--- config.mk ---
export PLATFORM = sky130hd
export DESIGN_NAME = conv_encoder_stream
export DESIGN_NICKNAME = d
export VERILOG_FILES = /design/src/rtl/conv_encoder_stream.sv
export SDC_FILE = /design/constraint.sdc
export NUM_CORES = 1
export LEC_CHECK = 0
export BUFFER_PORTS_ARGS = -buffer_cell sky130_fd_sc_hd__buf_2
export CAP_MARGIN = 15
export CORE_MARGIN = 8
export CORE_UTILIZATION = 43
export CTS_CLUSTER_DIAMETER = 200
export DETAILED_ROUTE_END_ITERATION = 6
export HOLD_SLACK_MARGIN = 0.03
export PLACE_DENSITY = 0.68
export SYNTH_ARGS = -nofsm -noshare
export SYNTH_HDL_FRONTEND = slang
export SYNTH_SLANG_ARGS = --single-unit
--- constraint.sdc ---
create_clock -name clk -period 5 [get_ports clk]
set_input_delay 0.25 -clock clk [delete_from_list [all_inputs] [get_ports clk]]
set_output_delay 0.25 -clock clk [all_outputs]
set_load 0.05 [all_outputs]
--- src/rtl/conv_encoder_stream.sv ---
`default_nettype none
// ============================================================================
// Module   : conv_encoder_stream
// Purpose  : Rate-1/2 feedforward convolutional encoder with valid/ready
//            streaming on both sides. One information bit in per handshake,
//            one 2-bit coded symbol out per handshake. At frame end K-1 zero
//            tail bits are appended so the receiving trellis ends in state 0.
// Ports    : clk, rst_n          - clock, asynchronous active-low reset
//            in_valid/in_ready   - input handshake
//            in_bit, in_last     - information bit, last bit of frame
//            out_valid/out_ready - output handshake
//            out_sym             - {g1 parity, g0 parity}
//            out_last            - final tail symbol of the frame
//            sym_count           - symbols of this frame incl. current transfer
// Revision : 1.0 - initial release
// ============================================================================
module conv_encoder_stream #(
   parameter int           K     = 3,
   parameter logic [K-1:0] G0    = 3'b111,
   parameter logic [K-1:0] G1    = 3'b101,
   parameter int           CNT_W = 16
) (
   input  logic             clk,
   input  logic             rst_n,
   input  logic             in_valid,
   input  logic             in_bit,
   input  logic             in_last,
   output logic             in_ready,
   output logic             out_valid,
   output logic [1:0]       out_sym,
   output logic             out_last,
   input  logic             out_ready,
   output logic [CNT_W-1:0] sym_count
);

   localparam int TW = $clog2(K) + 1;

   typedef enum logic [1:0] {
      IDLE  = 2'd0,
      DATA  = 2'd1,
      FLUSH = 2'd2,
      DRAIN = 2'd3
   } state_t;

   state_t           state;
   state_t           state_next;
   logic [K-2:0]     sr;
   logic [TW-1:0]    tail_cnt;
   logic [CNT_W-1:0] cnt;

   logic             slot_free;
   logic             in_fire;
   logic             out_fire;
   logic             flush_load;
   logic             tail_done;
   logic             load;
   logic [K-1:0]     r;

   // The output slot can take a new symbol when empty or draining this cycle.
   assign slot_free  = !out_valid || out_ready;
   assign in_ready   = ((state == IDLE) || (state == DATA)) && slot_free;
   assign in_fire    = in_valid && in_ready;
   assign out_fire   = out_valid && out_ready;
   assign flush_load = (state == FLUSH) && slot_free;
   assign tail_done  = (tail_cnt == TW'(K - 2));
   assign load       = in_fire || flush_load;

   // Tail bits are zeros: in FLUSH in_fire is 0, so the new bit is 0.
   assign r = {in_fire ? in_bit : 1'b0, sr};

   // sym_count counts the handshake happening this cycle as well.
   assign sym_count = (out_fire && (cnt != '1)) ? cnt + CNT_W'(1) : cnt;

   always_ff @(posedge clk or negedge rst_n) begin
      if (!rst_n) begin
         state <= IDLE;
      end else begin
         state <= state_next;
      end
   end

   always_comb begin
      state_next = state;
      case (state)
         IDLE: begin
            if (in_fire) begin
               state_next = in_last ? FLUSH : DATA;
            end
         end
         DATA: begin
            if (in_fire && in_last) begin
               state_next = FLUSH;
            end
         end
         FLUSH: begin
            if (flush_load && tail_done) begin
               state_next = DRAIN;
            end
         end
         DRAIN: begin
            if (out_fire && out_last) begin
               state_next = IDLE;
            end
         end
         default: state_next = IDLE;
      endcase
   end

   // Shift state and tail counter. After the last tail bit sr is already 0.
   always_ff @(posedge clk or negedge rst_n) begin
      if (!rst_n) begin
         sr       <= '0;
         tail_cnt <= '0;
      end else begin
         if (load) begin
            sr <= r[K-1:1];
         end
         if (flush_load) begin
            tail_cnt <= tail_done ? '0 : tail_cnt + TW'(1);
         end
      end
   end

   // Single-entry output register; holds while stalled.
   always_ff @(posedge clk or negedge rst_n) begin
      if (!rst_n) begin
         out_valid <= 1'b0;
         out_sym   <= 2'b00;
         out_last  <= 1'b0;
      end else if (load) begin
         out_valid <= 1'b1;
         out_sym   <= {^(r & G1), ^(r & G0)};
         out_last  <= flush_load && tail_done;
      end else if (out_fire) begin
         out_valid <= 1'b0;
         out_last  <= 1'b0;
      end
   end

   // Completed handshakes of the current frame; cleared after out_last.
   always_ff @(posedge clk or negedge rst_n) begin
      if (!rst_n) begin
         cnt <= '0;
      end else if (out_fire) begin
         cnt <= out_last ? '0 : sym_count;
      end
   end

endmodule
`default_nettype wire
## Word-level counts from Yosys, hierarchy flattened

Index checks and enable logic that the tools add are counted.

| storage, ports and cells | value |
|---|---|
| output and inout port bits | 21 |
| ROM bits | 0 |
| word-level logic and storage cells | 48 |
| memory bits (writable) | 0 |
| bits in latches | 0 |
| memories kept | 0 |
| register bits | 27 |

| operators by class | value |
|---|---|
| reductions and logical operators | 17 |
| multiply operators | 0 |
| bitwise gates (word level) | 0 |
| add/subtract/negate cells | 2 |
| shifts and indexed selects | 0 |
| muxes and demuxes | 13 |
| magnitude comparators | 0 |
| div/mod/pow operators | 0 |
| eq/ne operators | 9 |

Operators with widths:

| cell | count |
|---|---|
| two-way mux 16 bit | 2 |
| adder 16 x 1 -> 16 bit (second input constant) | 1 |
| != test 16 bit (second input constant) | 1 |
| two-way mux 2 bit | 5 |
| logical AND 1 bit | 8 |
| case mux 2 bit (4 select lines) | 1 |
| XOR reduction 3 bit | 2 |
| equality test 2 bit (second input constant) | 2 |
| two-way mux 1 bit | 4 |
| != test 2 x 1 -> 1 bit (second input constant) | 2 |
| != test 2 bit (second input constant) | 2 |
| AND reduction 4 bit | 1 |
| adder 3 x 1 -> 3 bit (second input constant) | 1 |
| equality test 3 x 1 -> 1 bit (second input constant) | 1 |
| logical OR 1 bit | 3 |
| two-way mux 3 bit | 1 |
| equality test 2 x 1 -> 1 bit (second input constant) | 1 |
| logical NOT 2 bit | 1 |
| nonzero test 2 bit | 1 |
| logical NOT 1 bit | 1 |

## Logic depth before layout (Yosys ltp)

| depth | value |
|---|---|
| depth after elaboration | 7 |
| depth in mapped cells | 7 |
| depth with buffers taken out | 6 |

## Least setup slack after synthesis

No wires, ideal clock.

| timing | value |
|---|---|
| kind | flip-flop to output port |
| start point | reg cnt[0] |
| end point | out sym_count[6] |
| arrival | 2244 ps |
| stages on the path, launching flop included | 8 |
| required time | 4750 ps |
| buffers on the path | 2 |
| path slack | 2506 ps |
| path through | dfrtp_1 ha_1 and4_1 buf_6 and4_4 buf_6 nor3_2 xor2_1 |

| between the ends | value |
|---|---|
| longest elaborated chain between the ends | 3 |
| elaborated cells between the ends (all ways) | 4 |
| those cells by class | add/sub: 1; eq/ne: 1; mux: 1; reduce/logical: 1 |

RTL lines:

| element | RTL line | text |
|---|---|---|
| start, declared | 49 | `logic [CNT_W-1:0] cnt;` |
| start signal, assigned | 145 | `cnt <= out_last ? '0 : sym_count;` |
| branches (longest 2 deep; another with adder 16 x 1 -> 16 bit) | - |  |
| two-way mux 16 bit (*) | 72 | `assign sym_count = (out_fire && (cnt != '1)) ? cnt + CNT_W'(1) : cnt;` |
| end, declared | 33 | `output logic [CNT_W-1:0] sym_count` |

Every way passes the cells marked *.

## Final worst setup path

| timing | value |
|---|---|
| start point | reg cnt[0] |
| end point | out sym_count[2] |

The elaborated chain is that of the path after synthesis.

==> results.md <==
- Die X: 82.38 µm
- Comb pwr share: 0.538
- Leading register cell type out of synthesis: dfrtp_1
- Crit path time final: 2.544 ns
- Finished Core Util: 0.4781
- Final instance area: 2053 µm²
- Worst endpoint required time: 4.75 ns
- Final hold vios: 0
- Yosys reg bits: 27
- Routability cong.: 0.7935
- Internal: 538.9 µW
- Slew HR: 0.5311
- Bufs on Longest Clock Path: 2
- Pleak: 0.9056 nW
- Cell variety after synth: 58
- Die Height: 82.38 µm
- Worst hold-check path type: input pin to register
- Die area: 6786 µm²
- Fin Hold WS: 0.2982 ns
- TNS Setup: 0 ns
- Worst EP arrival: 2.29 ns
- Synthesized area per cell: 9.519 µm²
- Max-cap violations: 0
- Worst slack, placed: 2.760 ns
- Setup Viol. Count Final: 0
- Starting density of the core: 0.4411
- VDD IR max: 0.3385 mV
- Final slew viol count: 0
- DR WL/cell: 15.21 µm
- Yosys warning count: 0
- # DRC: 0
- Via Count: 1494
- CP endpoint kind: output pin
- Worst skew pair latency: 0.27 ns
- RSZ-0062 raised after global routing: no
- Switching Fraction: 0.5130
- Nets: 230
- CTS tree: built
- Via density per instance: 5.533
- Clock root cell: clkbuf_8
- Top cell type's share of synthesized area: 0.3567
- Cell taking the most area after synthesis: dfrtp_1
- Worst-path fanout max: 7
- Period utilization: 0.5088
- Pre-antenna DRT Iters: 4
- Area of placed instances: 1993 µm²
- Pin count of the biggest net entering global routing: 28
- # H-tree levels: 1
- I/O Pins: 27
- HPWL reported at the end of detailed placement: 3034 µm
- Synth area leaders: dfrtp_1 (36%), xnor2_1 (6.0%), nand2_1 (4.0%)
- Placed Instances: 265
- Sw power: 567.8 µW
- First-pass GRT wire length: 7058 µm
- Worst Skew: 0.001149 ns
- Detailed Route WL: 4108 µm
- Register share of total power: 0.343
- Core area: 4294 µm²
- Sequential area share after synthesis: 0.3567
- Mapped Area: 1894 µm²
- Final ANT Viol Nets: 0
- Worst setup path category: register to output pin
- CTS buffer count: 3
- Final Non-Filler Cells: 270
- Clk pin slew, worst setup/hold paths: 0.10 ns
- Cell Rows: 24
- Total GRT Usage: 0.1301
- Clock Power Share: 0.119
- GRT overflow: 0
- Post-synthesis async set-or-reset flop share: 1.000
- CP Launch Type: register
- Total power: 1.107 mW
- Setup WS post-layout: 2.456 ns
- Slew @ Worst Pin: 0.7029 ns
- Vias in the first global route: 1513
- Syn_nets: 210
- Max Freq: 393.1 MHz
- Initial antenna violation count: 0
- Status: finished, final reports clean
- Power Density: 539.0 nW/µm²
- Commonest cells after routing, fill and taps aside: dfrtp_1 (27), buf_2 (26), nand2_1 (20)
- Area growth from synthesis to layout: 8.388%
- Ant. Diodes: 0
- Most common cell after layout, fill and taps aside: dfrtp_1
- Number of synthesized flops with an enable pin: 0
- 1st-iter DRT viols: 139
- Number of port buffers: 26
- Gate count of the mapped netlist: 199
- Share of cells above drive strength 1: 0.2248
- Sink Count: 27
-- path summary, 6_finish.rpt --
kind / startpoint / end / slack (ns) / cells past startpoint
worst min register to register: out_sym[1] / out_sym[1] / 0.50 / 2
worst min-delay path: in_last / state[1] / 0.30 / 3
max in group asynchronous: rst_n / cnt[10] / 4.11 / 2
worst max register to register: out_valid / state[0] / 2.96 / 4
worst max-delay path: cnt[0] / sym_count[2] / 2.46 / 6
min in group asynchronous: rst_n / cnt[7] / 0.50 / 2
-- synthesized netlist by cell type (3+ instances only) --
library cell / instances
xnor2_1: 13
ha_1: 5
nor2_1: 9
nand2_1: 20
o21ai_1: 3
nor3_1: 3
nor4_1: 4
inv_1: 8
xor2_1: 5
o21ai_0: 7
a31o_2: 3
and3_1: 3
buf_6: 6
a21oi_1: 4
nand3_1: 8
nand2b_1: 3
nand4_1: 9
mux2i_1: 5
clkbuf_1: 3
dfrtp_1: 27
-- power by group through the flow --
stage / combinational [mW] / clock, mW / sequential [mW]
2_1_floorplan: 0.469 / 0 / 0.387
3_3_place_gp: 0.592 / 0 / 0.379
3_5_place_dp: 0.602 / 0 / 0.381
4_1_cts: 0.605 / 0.136 / 0.378
5_1_grt: 0.651 / 0.144 / 0.392
6_report: 0.596 / 0.132 / 0.379
-- layer usage --
layer,part of all wire,global-route usage,vias to the layer above
met1,0.46,0.1681,689
met2,0.48,0.2146,32
met3,0.044,0.03030,4
li1,-,-,769
met5,0,0,-
met4,0.011,0.02982,0
-- state kept, by name, indices dropped and copies added (netlist names) --
signal     cells
sr             2
out_sym        2
state          2
tail_cnt       3
out_last       1
cnt           16
out_valid      1
-- cell type report --
class / instances / area [µm²]
Sequential cell: 27 / 675.6
Clock inverter: 1 / 8.758
Timing Repair Buffer: 27 / 140.1
Inverter: 8 / 30.03
Tap cell: 52 / 65.06
Clock buffer: 3 / 41.29
Fill cell: 410 / 2241
Multi-Input combinational cell: 152 / 1092
-- kinds of logic (layout without fill, tap and decap cells) --
logic type,Yosys count,after routing,synth area share
flip-flops,27,27,0.3567
adder cells (fa/ha/maj),5,5,0.03303
buffers and inverters,20,39,0.06671
AO/OA/AOI/OAI,39,39,0.1532
multiplexers,6,6,0.03237
AND/OR/NAND/NOR,83,83,0.2629
XOR/XNOR,19,19,0.09511
-- timing repair --
item,4_1_cts,5_1_grt
gates resized for setup,0,0
buffers inserted,0,0
endpoints found under the hold margin,27,0
hold buffers,1,0
-- critical path, cell delays in order (launching register included) --
cell	delay, ns
dfrtp_1	0.46
ha_1	0.25
and4_1	0.34
nand4_1	0.27
and3_1	0.30
xor2_1	0.13
buf_2	0.28
(Power assumes the default switching activity.)
